===== src/rtl/usb_rx_decoder.sv =====
// USB receive line decoder: synchronizer, bit-timing recovery, SYNC detect, NRZI decode, unstuffing, EOP/error.
// Optional bus-reset (long SE0) detector enabled by defining USB_RX_BUS_RESET_DET_EN.
module usb_rx_decoder #(
    parameter int FULLSPEED    = 1,
    parameter int CLKS_PER_BIT = 4,
    parameter int RESET_CLKS   = 120
) (
    input  logic       clk,
    input  logic       reset,
    input  logic       linep,
    input  logic       linem,
    output logic [1:0] line_state,
    output logic       rx_active,
    output logic       rx_valid,
    output logic [7:0] rx_data,
    output logic       rx_eop,
    output logic       rx_error
`ifdef USB_RX_BUS_RESET_DET_EN
    ,
    output logic       bus_reset
`endif
);

    localparam int PW = $clog2(CLKS_PER_BIT);
    localparam logic [PW-1:0] PHASE_LAST = PW'(CLKS_PER_BIT - 1);
    localparam logic [PW-1:0] PHASE_MID  = PW'(CLKS_PER_BIT / 2);

    typedef enum logic [1:0] {CLS_SE0, CLS_J, CLS_K, CLS_SE1} line_cls_t;
    typedef enum logic [2:0] {ST_IDLE, ST_SYNC, ST_DATA, ST_EOP, ST_ERR} state_t;

    if (CLKS_PER_BIT < 4 || (CLKS_PER_BIT % 2) != 0 || RESET_CLKS < 1) begin : g_bad_cfg
        $error("usb_rx_decoder: CLKS_PER_BIT must be even and >= 4, RESET_CLKS >= 1");
    end

    logic r_p_meta, r_p_sync, r_m_meta, r_m_sync;

    always_ff @(posedge clk or posedge reset) begin
        if (reset) begin
            r_p_meta <= 1'b0;
            r_p_sync <= 1'b0;
            r_m_meta <= 1'b0;
            r_m_sync <= 1'b0;
        end else begin
            r_p_meta <= linep;
            r_p_sync <= r_p_meta;
            r_m_meta <= linem;
            r_m_sync <= r_m_meta;
        end
    end

    assign line_state = {r_m_sync, r_p_sync};

    line_cls_t w_cls;

    always_comb begin
        case (line_state)
            2'b00:   w_cls = CLS_SE0;
            2'b11:   w_cls = CLS_SE1;
            2'b01:   w_cls = (FULLSPEED != 0) ? CLS_J : CLS_K;
            default: w_cls = (FULLSPEED != 0) ? CLS_K : CLS_J;
        endcase
    end

    // Phase restarts at 1 on every class change, so the sample lands mid-bit.
    logic [PW-1:0] r_phase;
    line_cls_t     r_cls;

    always_ff @(posedge clk or posedge reset) begin
        if (reset) begin
            r_phase <= '0;
            r_cls   <= CLS_SE0;
        end else begin
            r_cls <= w_cls;
            if (w_cls != r_cls) begin
                r_phase <= PW'(1);
            end else if (r_phase == PHASE_LAST) begin
                r_phase <= '0;
            end else begin
                r_phase <= r_phase + PW'(1);
            end
        end
    end

    logic w_sample, w_is_jk, w_bit;

    assign w_sample = (r_phase == PHASE_MID);
    assign w_is_jk  = (r_cls == CLS_J) || (r_cls == CLS_K);

`ifdef USB_RX_BUS_RESET_DET_EN
    localparam int RW = $clog2(RESET_CLKS + 1);
    logic [RW-1:0] r_se0_cnt;
    logic          w_bus_reset;

    always_ff @(posedge clk or posedge reset) begin
        if (reset) begin
            r_se0_cnt <= '0;
        end else if (line_state == 2'b00) begin
            if (r_se0_cnt != RW'(RESET_CLKS)) r_se0_cnt <= r_se0_cnt + RW'(1);
        end else begin
            r_se0_cnt <= '0;
        end
    end

    assign w_bus_reset = (r_se0_cnt == RW'(RESET_CLKS));
    assign bus_reset   = w_bus_reset;
`endif

    state_t    r_state, w_state_nxt;
    line_cls_t r_prev_jk, w_prev_nxt;
    logic [2:0] r_zeros, w_zeros_nxt;
    logic [2:0] r_ones, w_ones_nxt;
    logic [2:0] r_bit_cnt, w_bit_cnt_nxt;
    logic [6:0] r_shift, w_shift_nxt;
    logic [7:0] r_data, w_data_nxt;
    logic r_misalign, w_misalign_nxt;
    logic r_j_seen, w_j_seen_nxt;
    logic r_active, w_active_nxt;
    logic r_valid, w_valid_nxt;
    logic r_eop, w_eop_nxt;
    logic r_error, w_error_nxt;
    logic w_keep, w_fail;

    assign w_bit = (r_cls == r_prev_jk);

    always_ff @(posedge clk or posedge reset) begin
        if (reset) begin
            r_state    <= ST_IDLE;
            r_prev_jk  <= CLS_J;
            r_zeros    <= '0;
            r_ones     <= '0;
            r_bit_cnt  <= '0;
            r_shift    <= '0;
            r_data     <= '0;
            r_misalign <= 1'b0;
            r_j_seen   <= 1'b0;
            r_active   <= 1'b0;
            r_valid    <= 1'b0;
            r_eop      <= 1'b0;
            r_error    <= 1'b0;
        end else begin
            r_state    <= w_state_nxt;
            r_prev_jk  <= w_prev_nxt;
            r_zeros    <= w_zeros_nxt;
            r_ones     <= w_ones_nxt;
            r_bit_cnt  <= w_bit_cnt_nxt;
            r_shift    <= w_shift_nxt;
            r_data     <= w_data_nxt;
            r_misalign <= w_misalign_nxt;
            r_j_seen   <= w_j_seen_nxt;
            r_active   <= w_active_nxt;
            r_valid    <= w_valid_nxt;
            r_eop      <= w_eop_nxt;
            r_error    <= w_error_nxt;
        end
    end

    always_comb begin
        // NOTE: every output of this block gets a default first, so no path can infer a latch.
        w_state_nxt    = r_state;
        w_prev_nxt     = r_prev_jk;
        w_zeros_nxt    = r_zeros;
        w_ones_nxt     = r_ones;
        w_bit_cnt_nxt  = r_bit_cnt;
        w_shift_nxt    = r_shift;
        w_data_nxt     = r_data;
        w_misalign_nxt = r_misalign;
        w_j_seen_nxt   = r_j_seen;
        w_active_nxt   = r_active;
        w_valid_nxt    = 1'b0;
        w_eop_nxt      = 1'b0;
        w_error_nxt    = 1'b0;
        w_keep         = 1'b0;
        w_fail         = 1'b0;

        if (w_sample) begin
            if (w_is_jk) w_prev_nxt = r_cls;
            case (r_state)
                ST_IDLE: begin
                    if (r_cls == CLS_K) begin
                        w_state_nxt = ST_SYNC;
                        w_zeros_nxt = 3'd1;
                    end
                end
                ST_SYNC: begin
                    if (!w_is_jk) begin
                        w_fail = 1'b1;
                    end else if (!w_bit) begin
                        if (r_zeros != 3'd7) w_zeros_nxt = r_zeros + 3'd1;
                    end else if (r_zeros >= 3'd3) begin
                        w_state_nxt   = ST_DATA;
                        w_active_nxt  = 1'b1;
                        w_bit_cnt_nxt = '0;
                        w_ones_nxt    = 3'd1;
                    end else begin
                        w_fail = 1'b1;
                    end
                end
                ST_DATA: begin
                    if (r_cls == CLS_SE0) begin
                        w_state_nxt    = ST_EOP;
                        w_misalign_nxt = (r_bit_cnt != 3'd0);
                    end else if (r_cls == CLS_SE1) begin
                        w_fail = 1'b1;
                    end else if (w_bit) begin
                        if (r_ones == 3'd6) begin
                            w_fail = 1'b1;
                        end else begin
                            w_ones_nxt = r_ones + 3'd1;
                            w_keep     = 1'b1;
                        end
                    end else begin
                        // A 0 after six 1s is a stuff bit and is dropped.
                        w_ones_nxt = '0;
                        w_keep     = (r_ones != 3'd6);
                    end
                end
                ST_EOP: begin
                    if (r_cls == CLS_J) begin
                        w_eop_nxt    = !r_misalign;
                        w_error_nxt  = r_misalign;
                        w_active_nxt = 1'b0;
                        w_state_nxt  = ST_IDLE;
                    end else if (r_cls != CLS_SE0) begin
                        w_fail = 1'b1;
                    end
                end
                ST_ERR: begin
                    if (r_cls == CLS_J) begin
                        if (r_j_seen) w_state_nxt = ST_IDLE;
                        w_j_seen_nxt = 1'b1;
                    end else begin
                        w_j_seen_nxt = 1'b0;
                    end
                end
                default: w_state_nxt = ST_IDLE;
            endcase
        end

        if (w_keep) begin
            w_shift_nxt = {w_bit, r_shift[6:1]};
            if (r_bit_cnt == 3'd7) begin
                w_data_nxt    = {w_bit, r_shift};
                w_valid_nxt   = 1'b1;
                w_bit_cnt_nxt = '0;
            end else begin
                w_bit_cnt_nxt = r_bit_cnt + 3'd1;
            end
        end

        if (w_fail) begin
            w_state_nxt  = ST_ERR;
            w_active_nxt = 1'b0;
            w_error_nxt  = 1'b1;
            w_j_seen_nxt = 1'b0;
        end

`ifdef USB_RX_BUS_RESET_DET_EN
        if (w_bus_reset) begin
            w_state_nxt  = ST_IDLE;
            w_active_nxt = 1'b0;
            w_valid_nxt  = 1'b0;
            w_eop_nxt    = 1'b0;
            w_error_nxt  = 1'b0;
        end
`endif
    end

    assign rx_active = r_active;
    assign rx_valid  = r_valid;
    assign rx_data   = r_data;
    assign rx_eop    = r_eop;
    assign rx_error  = r_error;

endmodule


===== config.mk =====
export PLATFORM = sky130hd
export DESIGN_NAME = usb_rx_decoder
export DESIGN_NICKNAME = d
export VERILOG_FILES = /design/src/rtl/usb_rx_decoder.sv
export SDC_FILE = /design/constraint.sdc
export NUM_CORES = 1
export LEC_CHECK = 0
export CAP_MARGIN = 5
export CORE_UTILIZATION = 50
export CTS_BUF_LIST = sky130_fd_sc_hd__clkbuf_16
export DETAILED_ROUTE_END_ITERATION = 7
export PLACE_DENSITY = 0.7
export SYNTH_ARGS = -nofsm -noshare
export SYNTH_HDL_FRONTEND = slang
export SYNTH_SLANG_ARGS = --single-unit

===== constraint.sdc =====
create_clock -name clk -period 2.9 [get_ports clk]
set_clock_uncertainty 0.1 [all_clocks]
set_input_delay 0.435 -clock clk [delete_from_list [all_inputs] [get_ports clk]]
set_output_delay 0.435 -clock clk [all_outputs]
set_load 0.02 [all_outputs]

==> results.md <==
- Run status: completed
- 1st-iter DRT viols: 97
- Worst Max-Slew Pin Slew: 526 ps
- CTS Buffer Depth: 2
- Cell variety after synth: 44
- Main synth FF type: dfrtp_1
- Global route hottest layer: met2
- Die area: 4480 um2
- Number of enable flip-flop cells after synthesis: 0
- Initial antenna violation count: 0
- FF-to-FF Start: r_cls[0]
- Routed WL: 3940 um
- Post-layout min period: 2450 ps
- Clock transition at the registers of the reported paths: 60 ps
- Mean Syn Cell Area: 11.5 um2
- WHS Endpoint: r_p_sync
- Area leader, netlist: dfrtp_1
- Layout area overhead: 15.7%
- Path type of the worst min-delay path: reg -> reg
- Commonest non-fill, non-tap cell in the layout: dfrtp_1
- Multi-input combinational cell area: 926 um2
- Met2 Resource Use GR: 35.0%
- Power Total: 1460 uW
- First-pass GRT wire length: 6700 um
- Async S/R FF share, synth: 100%
- GRT met1 Usage: 24.9%
- Fill cells: 336
- RD Place Congestion: 0.927
- CTS tree: done
- Port Buf Inserts: 17
- FF+latch count, synth: 43
- Ant. Diodes: 0
- Routed Antenna Nets: 0
- Sequential element share of the synthesized area: 51.1%
- Reg-to-Reg End: rx_data[6]
- Worst Path Required: 2970 ps
- Post-route DRC violation count: 0
- Cells on worst reg2reg path: 7
- Routed len/inst: 15.7 um
- Hold path start: r_p_meta
- Share of cells above drive strength 1: 15.9%
- Setup tns final: 0 ps
- CP startpoint kind: flop
- Count of final max-slew check failures: 0
- Initial Utilization: 52.3%
- Crit share post-route: 84.6%
- Via Count: 1406
- Met3 track demand over resource: 5.82%
- TritonCTS buffer count: 5
- Most frequent cells in the layout: dfrtp_1, nand2_1, mux2_2, clkdlybuf4s50_1
- GRT Total Usage: 21.0%
- Io pins: 18
- Syn_nets: 203
- Max-cap violations: 0
- Synth area leaders: dfrtp_1, mux2_2, ha_1
- Max-slew headroom: 65.0%
- Crit path max fanout: 12
- Site Rows: 23
- FF/Latch Area: 1080 um2
- Worst Hold Path Cells: 0
- CTS Root Cell: clkbuf_16
- Clock Latency Late Sink: 290 ps
- Mapped Area: 2110 um2
- # clock sinks: 43
- Leakage: 0.00119 uW
- Yosys top cell area share: 49.9%
- Die H: 66.9 um
- DR vias/cell: 5.60
- Die W: 66.9 um
- RSZ-0062 raised after global routing: false
- Mapped Cells: 184
- Final Setup Violations: 0
- Total congestion overflow: 0
- Number of setup buffers added after CTS: 0
- WP data arrival: 2520 ps
- Fin. Hold Viols: 0
- Flop-to-flop setup slack: 450 ps
- Achievable frequency: 408 MHz
- Critical setup path kind: reg -> reg
- Core area: 4030 um2
- Vias in the first global route: 1453
- Worst setup EP type: flop
- Largest net degree at the start of global routing: 44
- Power per cell area: 598 nW/um2
- Dpl hpwl: 2740 um
- Nets: 219
- Post-CTS Resized: 0
- H-tree depth: 2
- Hold_buf cts: 0
- Number of synthesis warnings: 0
- Worst vdd ir: 350 uV
- Pre-antenna DRT Iters: 4
## kinds of logic after synthesis
group           count (synthesis)  share of synthesized area (%)
simple gates                   48                           12.2
flops                          43                           51.1
mux                            18                           9.56
xor+xnor                        4                           1.66
compound gates                 33                           11.6
buf+inv                        23                           4.93
fa+ha+maj                      15                           8.91
## synthesized netlist by cell type, types with 2 or more instances
library cell,instances
a211oi_1,2
a21oi_1,3
a22o_1,3
buf_2,2
buf_4,4
clkbuf_1,3
dfrtp_1,42
ha_1,15
inv_1,14
mux2_2,17
nand2_1,17
nand2b_1,3
nand3_1,3
nand4_1,2
nor2_1,10
nor2b_1,2
nor3_1,3
o21ai_0,8
o31ai_1,3
o41ai_1,2
xnor2_1,2
xor2_1,2
## worst max-delay path: stages (launching register included)
cell and delay [ps]:
dfrtp_1 430, inv_1 110, ha_1 270, nor4b_4 300, and3b_1 230, a21boi_4 430, nand2_4 160, mux2_2 300
## routing by layer
layer,routed length [um],up-vias,part of all wire (%)
met5,0,-,0
met4,102,0,2.6
met3,187,11,4.7
met2,1930,46,49
met1,1720,670,44
li1,-,679,-
## power breakdown
group	internal (uW)	leakage (uW)	total, uW	switching [uW]
registers	648	0.000565	697	49.0
clock network	314	0.0000710	541	227
logic	91.2	0.000559	219	128
total	1050	0.00119	1460	404
## worst max path at each step
stage             start          to  slack, ps  depth (start not counted)
6_report       r_cls[0]  rx_data[6]        450                          7
5_1_grt        r_cls[0]  rx_data[6]        260                          7
4_1_cts        r_cls[0]  rx_data[6]        390                          7
3_5_place_dp   r_cls[0]  rx_data[7]        470                          7
3_3_place_gp   r_cls[1]  rx_data[6]        580                          7
2_1_floorplan  r_cls[0]  r_shift[0]        780                          7
## state kept, by name, indices dropped and copies added, names as in the netlist
name	count
r_m_sync	1
r_phase	2
r_ones	3
rx_active	1
rx_eop	1
r_bit_cnt	3
r_m_meta	1
r_misalign	1
r_state	3
r_shift	7
r_prev_jk	2
rx_error	1
r_p_sync	1
r_cls	2
r_zeros	3
rx_valid	1
rx_data	8
r_p_meta	1
r_j_seen	1
## layout make-up
type	count	share of cell area, %
repair buffers	18	7.29
multi-input cells	118	38.0
well taps	50	2.57
inverters	14	2.16
flip-flops and latches	43	44.2
clock inverters	3	0.667
clock buffers	5	5.13
## metrics by stage
step | instance area, um2 | hold WS [ps] | util [%] | cells | setup WS, ps
after floorplan | 2110 | 231 | - | 184 | 781
after global placement | 2300 | 237 | 57.0 | 243 | 579
after detailed placement | 2300 | 251 | 57.0 | 243 | 474
after CTS | 2440 | 268 | 60.5 | 251 | 389
after global routing | 2440 | 266 | 60.5 | 251 | 264
final | 2440 | 260 | 60.5 | 251 | 446
No activity file was read; power rests on OpenSTA's default activity.
